==> src/rtl/ram_fifo_ctrl.sv <==
// ram_fifo_ctrl: valid/ready FIFO controller wrapped around a simple dual-port
// RAM with a 1-cycle registered read. A 2-entry output buffer absorbs the read
// latency so a continuous stream runs at one word per cycle.
module ram_fifo_ctrl #(
    parameter int WIDTH   = 8,
    parameter int WIDTHAD = 4
) (
    input  logic               clk,
    input  logic               reset,
    input  logic               in_valid,
    output logic               in_ready,
    input  logic [WIDTH-1:0]   in_data,
    output logic               out_valid,
    input  logic               out_ready,
    output logic [WIDTH-1:0]   out_data,
    output logic [WIDTHAD+1:0] count,
    output logic [WIDTHAD-1:0] ram_wraddress,
    output logic               ram_wren,
    output logic [WIDTH-1:0]   ram_data,
    output logic [WIDTHAD-1:0] ram_rdaddress,
    input  logic [WIDTH-1:0]   ram_q
);

    localparam int DEPTH = 2 ** WIDTHAD;
    localparam logic [WIDTHAD:0] DEPTH_V = (WIDTHAD + 1)'(DEPTH);

    // Pointers and occupancy of the RAM portion
    logic [WIDTHAD-1:0] wr_ptr_r;
    logic [WIDTHAD-1:0] rd_ptr_r;
    logic [WIDTHAD:0]   ram_count_r;
    logic [WIDTHAD:0]   ram_count_next_s;
    logic               inflight_r;

    // 2-entry output buffer; head_r is always the word presented on out_data
    logic [1:0]         buf_count_r;
    logic [1:0]         buf_count_next_s;
    logic [WIDTH-1:0]   head_r;
    logic [WIDTH-1:0]   head_next_s;
    logic [WIDTH-1:0]   tail_r;
    logic [WIDTH-1:0]   tail_next_s;

    // Registered copies of the externally visible status
    logic               out_valid_r;
    logic [WIDTHAD+1:0] count_r;

    logic               push_s;
    logic               pop_s;
    logic               issue_s;
    logic [2:0]         pending_s;

    // Handshakes, RAM port drive and read-issue decision
    always_comb begin
        in_ready      = !reset && (ram_count_r < DEPTH_V);
        push_s        = in_valid && in_ready;
        pop_s         = out_valid_r && out_ready;
        ram_wren      = push_s;
        ram_wraddress = wr_ptr_r;
        ram_data      = in_data;
        ram_rdaddress = rd_ptr_r;
        out_valid     = out_valid_r;
        out_data      = head_r;
        count         = count_r;
        // Words already headed for the buffer; only issue when a slot is
        // guaranteed once the pending read lands (pop frees one this cycle).
        pending_s     = {1'b0, buf_count_r} + {2'b00, inflight_r};
        issue_s       = (ram_count_r != {(WIDTHAD + 1){1'b0}}) &&
                        (pending_s < (3'd2 + {2'b00, pop_s}));
        ram_count_next_s = ram_count_r
                         + {{WIDTHAD{1'b0}}, push_s}
                         - {{WIDTHAD{1'b0}}, issue_s};
    end

    // Output buffer next state: capture of ram_q and/or pop of the head
    always_comb begin
        buf_count_next_s = buf_count_r;
        head_next_s      = head_r;
        tail_next_s      = tail_r;
        case ({inflight_r, pop_s})
            2'b10: begin
                buf_count_next_s = buf_count_r + 2'd1;
                case (buf_count_r)
                    2'd0:    head_next_s = ram_q;
                    2'd1:    tail_next_s = ram_q;
                    default: tail_next_s = tail_r;
                endcase
            end
            2'b01: begin
                buf_count_next_s = buf_count_r - 2'd1;
                head_next_s      = tail_r;
            end
            2'b11: begin
                case (buf_count_r)
                    2'd1: head_next_s = ram_q;
                    2'd2: begin
                        head_next_s = tail_r;
                        tail_next_s = ram_q;
                    end
                    default: head_next_s = head_r;
                endcase
            end
            default: begin
                buf_count_next_s = buf_count_r;
            end
        endcase
    end

    // State update; reset drops everything including a read in flight
    always_ff @(posedge clk) begin
        if (reset) begin
            wr_ptr_r    <= {WIDTHAD{1'b0}};
            rd_ptr_r    <= {WIDTHAD{1'b0}};
            ram_count_r <= {(WIDTHAD + 1){1'b0}};
            inflight_r  <= 1'b0;
            buf_count_r <= 2'd0;
            head_r      <= {WIDTH{1'b0}};
            tail_r      <= {WIDTH{1'b0}};
            out_valid_r <= 1'b0;
            count_r     <= {(WIDTHAD + 2){1'b0}};
        end else begin
            if (push_s) begin
                wr_ptr_r <= wr_ptr_r + {{(WIDTHAD - 1){1'b0}}, 1'b1};
            end
            if (issue_s) begin
                rd_ptr_r <= rd_ptr_r + {{(WIDTHAD - 1){1'b0}}, 1'b1};
            end
            ram_count_r <= ram_count_next_s;
            inflight_r  <= issue_s;
            buf_count_r <= buf_count_next_s;
            head_r      <= head_next_s;
            tail_r      <= tail_next_s;
            out_valid_r <= (buf_count_next_s != 2'd0);
            count_r     <= count_r
                         + {{(WIDTHAD + 1){1'b0}}, push_s}
                         - {{(WIDTHAD + 1){1'b0}}, pop_s};
        end
    end

    // A landing read must always find a free buffer slot
    a_no_overflow: assert property (@(posedge clk) disable iff (reset)
        !(inflight_r && (buf_count_r == 2'd2) && !pop_s));

    // Total occupancy never exceeds RAM depth plus the two buffer slots
    a_count_bound: assert property (@(posedge clk) disable iff (reset)
        (count_r <= (WIDTHAD + 2)'(DEPTH + 2)));

endmodule

==> config.mk <==
export PLATFORM = sky130hd
export DESIGN_NAME = ram_fifo_ctrl
export DESIGN_NICKNAME = d
export VERILOG_FILES = /design/src/rtl/ram_fifo_ctrl.sv
export SDC_FILE = /design/constraint.sdc
export NUM_CORES = 1
export LEC_CHECK = 0
export BUFFER_PORTS_ARGS = -buffer_cell sky130_fd_sc_hd__buf_2
export CAP_MARGIN = 20
export CELL_PAD_IN_SITES_DETAIL_PLACEMENT = 1
export CELL_PAD_IN_SITES_GLOBAL_PLACEMENT = 1
export CORE_MARGIN = 1
export CORE_UTILIZATION = 37
export DETAILED_ROUTE_END_ITERATION = 10
export GPL_TIMING_DRIVEN = 0
export PLACE_DENSITY = 0.79
export SYNTH_ARGS = -nofsm -noshare
export SYNTH_HDL_FRONTEND = slang
export SYNTH_SLANG_ARGS = --single-unit
==> constraint.sdc <==
create_clock -name clk -period 3.22 [get_ports clk]
set_input_delay 0.161 -clock clk [delete_from_list [all_inputs] [get_ports clk]]
set_output_delay 0.161 -clock clk [all_outputs]
set_load 0.005 [all_outputs]
# Word level (Yosys, flattened, before mapping)
# Index checks and enable logic that the tools add are counted.
# totals
out_inout_bits,33
register_bits,39
# classes
n_reduce_logical,12
addsub,10
n_eq_ne,9
magnitude_cmp,2
n_mux,7
# op_table
op,count
8-bit case mux with 2 select lines,2
8-bit two-way mux,3
8-bit case mux with 3 select lines,1
"4-bit by 1-bit adder with 4-bit output, second input constant",2
6-bit by 1-bit adder with 6-bit output,1
"2-bit == test, second input constant",3
3-bit AND reduction,2
6-bit by 1-bit subtractor with 6-bit output,1
5-bit by 1-bit adder with 5-bit output,1
"5-bit less-than comparator, second input constant",1
5-bit nonzero test,1
5-bit by 1-bit subtractor with 5-bit output,1
"2-bit by 1-bit == test with 1-bit output, second input constant",2
1-bit logical AND,4
"2-bit != test, second input constant",2
2-bit case mux with 2 select lines,1
2-bit nonzero test,2
2-bit by 1-bit adder with 3-bit output,1
"2-bit by 1-bit adder with 3-bit output, first input constant",1
3-bit less-than comparator,1
"3-bit != test, second input constant",1
3-bit nonzero test,1
"2-bit by 1-bit adder with 2-bit output, second input constant",1
2-bit logical NOT,1
3 further kinds,3

# Logic depth before layout (Yosys ltp)
# logic_depth
ltp_word,5
ltp_mapped,13
depth_no_buf,13

# Worst setup path after synthesis
# No wires, ideal clock.
# synth_path
kind,flip-flop to flip-flop
start,register buf_count_r[0]
end,register ram_count_r[4]
setup_ns,0.120
n_path_buf,0
arrival_ns,2.480
path_stages_with_launch,13
path_slack_ns,0.620
path_cell_list,dfxtp_1 > ha_1 > nand3b_1 > a211oi_4 > ha_1 > inv_1 > ha_1 > inv_1 > fa_1 > nor2b_1 > o21bai_1 > a21oi_1 > nor3b_1
# synth_between
elab_chain_len,4
# synth_rtl
element,line,source
"start, declared",35,logic [1:0] buf_count_r;
"start signal, assigned",128,buf_count_r <= buf_count_next_s;
2-bit by 1-bit adder with 3-bit output,65,"pending_s = {1'b0, buf_count_r} + {2'b00, inflight_r};"
3-bit less-than comparator,67,"(pending_s < (3'd2 + {2'b00, pop_s}));"
1-bit logical AND,66,issue_s = (ram_count_r != {(WIDTHAD + 1){1'b0}}) &&
via issue_s,48,logic issue_s;
5-bit by 1-bit subtractor with 5-bit output,70,"- {{WIDTHAD{1'b0}}, issue_s};"
"end signal, assigned",112,ram_count_r <= {(WIDTHAD + 1){1'b0}};
"end signal, assigned",126,ram_count_r <= ram_count_next_s;
"end, declared",30,logic [WIDTHAD:0] ram_count_r;
# The timed path passes the listed nets, and every way through them passes these cells.
# A chain may end at the register's enable or synchronous reset.

# Worst setup path in the final report
# Same ends and word-level chain as after synthesis.

==> results <==
- The number of hold-slack violations in the final timing report came to 0.
- The worst-case setup slack after placement is 0.3179 ns.
- The tightest min-delay check is of the in -> reg type.
- Compared with the post-synthesis result, the final layout area differs by 18.51%.
- After detailed routing, the average wire length per cell comes to 13.73 um.
- The detailed router finished its first iteration with 43 violations.
- The routed via count divided by cell count is 4.914.
- After detailed routing, the number of remaining DRC violations is 0.
- The launching point of the worst reg2reg path is buf_count_r[0].
- The most common flop cell mapped by yosys is sky130_fd_sc_hd__dfxtp_1.
- The worst register-to-register path has a setup slack of 0.30 ns.
- The critical path in this run is classified as reg -> reg.
- The all-layer global routing usage is 17.10%.
- The clock passes through at most 2 buffers.
- For the worst-skew pair, the clock arrives at the later sink with an insertion delay of 0.30 ns.
- The count of flip-flops with a built-in enable after synthesis is 0.
- The register area share after synthesis is 37.61%.
- The relative slew slack is 49.91%.
- The number of filler cells placed in the layout is 641.
- During synthesis, Yosys emitted a total of 0 warnings.
- The termination of the worst setup path is ram_count_r[4].
- The count of clock tree sinks is 39.
- The number of global-route vias before repair is 1,679.
- sky130_fd_sc_hd__dfxtp_1 is the most common cell in the netlist.
- 0 antenna diodes ended up in the layout.
- The type of element capturing the critical path is a flop.
- In the post-synthesis netlist, the biggest area contributors are sky130_fd_sc_hd__dfxtp_1, sky130_fd_sc_hd__ha_1, sky130_fd_sc_hd__mux2i_1.
- The mean instance size in the synthesized netlist is 9.566 um^2.
- After legalization and detailed placement, the total HPWL measured 3.525 mm.
- Data arrives at the worst endpoint at 3.10 ns.
- The first global-routing pass estimated 7.969 mm of wire.
- 53 I/O pins were placed.
- The analysis attributes to net switching a power of 883.4 uW.
- Data on the critical path is required at its endpoint by 3.40 ns.
- The final weighted congestion in routability-driven placement is 0.7671.
- The maximum ir drop on the vdd rail is 0.2541 mV.
- The critical path launch point type is a flop.
- By count the netlist is led by sky130_fd_sc_hd__dfxtp_1, sky130_fd_sc_hd__nor2_1, sky130_fd_sc_hd__ha_1, sky130_fd_sc_hd__inv_1, sky130_fd_sc_hd__mux2i_1.
- The post-layout minimum cycle time is 2.923 ns.
- Entering global routing, the biggest net connects 12 pins.
- The H-tree was split into 2 levels.
- The number of max-capacitance violations reported is 0.
- The sequential fraction of design power is 34.3%.
- The post-synthesis cell type with the largest combined area is sky130_fd_sc_hd__dfxtp_1.
- From bottom edge to top edge, the die measures 76.90 um.
- The post-layout worst setup margin is 0.2972 ns.
- Synthesis produced a netlist whose cell count is 217.
- Once the floorplan was initialized, standard cells occupied 39.39% of the core.
- Setup violations remaining at the end of the flow were counted as 0.
- The peak clock frequency supported by timing is 342.1 MHz.
- At the end of the flow, the number of nets in the layout was 312.
- The launch point of the critical path is buf_count_r[0].
- The share of layout cells above drive strength 1 is 25.00%.
- Summing over every cut layer, the via total after detailed routing is 1,661.
- The clock transition time at the flip-flop clock pins of the worst setup and hold paths is 0.08 ns.
- The async set-or-reset flop fraction in the synthesized netlist is 0%.
- The total global routing overflow is 0.
- The cell area after technology mapping is 2076 um^2.
- Counting instances, the worst hold path has a depth of 3.
- The worst flop-to-flop path endpoint is ram_count_r[4].
- The slew of the pin with the lowest slew margin is 0.7305 ns.
- The die outline area is 5914 um^2.
- The fraction of power consumed by the clock network is 14.7%.
- The number of port buffers is 43.
- The CTS tree is built.
- The number of distinct library cell variants in the gate-level netlist after synthesis is 36.
- The flow ran to the end, and the final reports show no timing, DRC or antenna violations.
- The cell count of the worst reg-to-reg path is 12.
- The worst path uses 90.77% of the clock period.
- The wire length reported by the detailed router is 4.642 mm.
- Setup repair after global routing left no endpoint under its margin.
- Summed over its instances, the top area cell type makes up 37.61% of the synthesized netlist area.
- In this run, CTS created clock tree buffers numbering 5.
- In this run, the combinational gates consume 51.0% of the power.
- The floorplan has 26 rows.
- The flip-flop and latch count after synthesis is 39.
- The width of the chip is 76.90 um.
- Along the worst path, the maximum fanout reaches 6.
- The maximum clock skew at final layout is 0.01059 ns.
- The ratio of total power to cell area is 903.3 nW/um^2.
- The area of the core is 5270 um^2.
- The initial antenna violation count is 0.
- After clock tree synthesis, the flow added hold-fix buffers numbering 0.
- The number of iterations in the first detailed-routing pass is 4.
- In the final timing run, aggregate negative setup slack is 0 ns.
- After routing the design area is 2460 um^2.
- After detailed placement, the total cell area comes to 2379 um^2.
- After clock tree synthesis, the repair step resized 0 gates.
- The residual antenna-violating net count after detailed routing is 0.
- The net count after synthesis is 262.
- The switching part of the total is 39.76%.
- The buffer count from post-CTS setup fixing is 0.
- On the final layout, the worst hold slack is 0.1225 ns.
- In this run the clock root is driven by a sky130_fd_sc_hd__clkbuf_8.
- The standby leakage power is 0.001135 uW.
- The total count of max-transition violations in the final report is 0.
- The internal power component is 1339 uW.
-- power by group through the flow --
stage          sequential (uW)  clock (uW)  combinational [uW]
2_1_floorplan              764           0                 831
3_3_place_gp               768           0                1080
3_5_place_dp               775           0                1140
4_1_cts                    764         337                1160
5_1_grt                    786         352                1300
6_report                   762         327                1130
-- area by class of cell --
class                           count  area, um^2  share of cell area (%)
Clock buffer                        7       76.32                   3.103
Multi-Input combinational cell    144        1135                   46.13
Tap cell                           70       87.58                   3.561
Buffer                             14       85.08                   3.459
Sequential cell                    39       780.7                   31.74
Clock inverter                      1       5.005                  0.2035
Timing Repair Buffer               43       215.2                   8.749
Inverter                           20       75.07                   3.052
-- layer usage --
layer	share of wire, %	vias up	GRT usage [%]
met5	0	-	0
met4	1.4	0	6.346
met3	3.5	7	3.929
met2	51	32	29.91
met1	44	797	20.15
li1	-	825	-
-- cell usage in the layout, fill, tap and decap left out, types with 2 or more instances in the layout --
cell / count
sky130_fd_sc_hd__mux2i_1: 12
sky130_fd_sc_hd__a21oi_1: 9
sky130_fd_sc_hd__a21o_1: 5
sky130_fd_sc_hd__nor3_1: 9
sky130_fd_sc_hd__ha_1: 23
sky130_fd_sc_hd__nor3b_1: 2
sky130_fd_sc_hd__nand3_1: 3
sky130_fd_sc_hd__buf_4: 8
sky130_fd_sc_hd__buf_2: 45
sky130_fd_sc_hd__inv_1: 20
sky130_fd_sc_hd__dfxtp_1: 39
sky130_fd_sc_hd__nor2_1: 31
sky130_fd_sc_hd__nand2_1: 3
sky130_fd_sc_hd__clkbuf_1: 5
sky130_fd_sc_hd__a221oi_1: 8
sky130_fd_sc_hd__o21ai_0: 2
sky130_fd_sc_hd__clkbuf_8: 5
sky130_fd_sc_hd__fa_1: 2
sky130_fd_sc_hd__xnor2_1: 5
sky130_fd_sc_hd__xor2_1: 6
sky130_fd_sc_hd__nand4_1: 2
sky130_fd_sc_hd__nand3b_1: 2
sky130_fd_sc_hd__nor2b_1: 7
-- kinds of logic (layout without fill, tap and decap cells) --
logic type / Yosys count / in the layout / share of synthesized area, %
muxes: 12 / 12 / 5.787
AOI/OAI and AO/OA: 30 / 30 / 11.45
DFF: 39 / 39 / 37.61
buffers and inverters: 34 / 85 / 7.715
and+or+nand+nor: 66 / 66 / 17.00
xor gates and xnor gates: 11 / 11 / 4.641
adders and majority gates: 25 / 25 / 15.79
-- how the worst min path moves through the flow --
stage | startpoint | end | slack, ns
after floorplan | ram_q[0] | tail_r[0] | 0.31
after global placement | ram_q[0] | tail_r[0] | 0.42
after detailed placement | ram_q[0] | tail_r[0] | 0.43
after CTS | ram_q[0] | tail_r[0] | 0.12
after global routing | ram_q[1] | tail_r[1] | 0.13
final | ram_q[0] | tail_r[0] | 0.12
-- flip-flops by register name, summed over array words and instances, names as in the netlist --
name           cells
count              6
ram_rdaddress      4
ram_count_r        5
ram_wraddress      4
out_valid          1
tail_r             8
buf_count_r        2
out_data           8
inflight_r         1
-- worst max-delay path: stages, from the launching register on --
cell and delay [ns]:
sky130_fd_sc_hd__dfxtp_1 0.41, sky130_fd_sc_hd__ha_1 0.25, sky130_fd_sc_hd__nand3b_1 0.25, sky130_fd_sc_hd__a211oi_4 0.44, sky130_fd_sc_hd__ha_1 0.31, sky130_fd_sc_hd__inv_1 0.05
sky130_fd_sc_hd__ha_1 0.15, sky130_fd_sc_hd__inv_1 0.06, sky130_fd_sc_hd__fa_1 0.38, sky130_fd_sc_hd__nor2b_1 0.17, sky130_fd_sc_hd__o21bai_1 0.11, sky130_fd_sc_hd__a21oi_1 0.16
sky130_fd_sc_hd__nor3b_1 0.06
-- stage by stage --
| step | instances | total power, uW | utilization [%] |
|---|---|---|---|
| floorplan | 217 | 1595 | - |
| global placement | 330 | 1848 | 45.13 |
| detailed placement | 330 | 1918 | 45.13 |
| CTS | 338 | 2258 | 46.68 |
| global route | 338 | 2434 | 46.68 |
| finish | 338 | 2222 | 46.68 |
(Power assumes the default switching activity.)
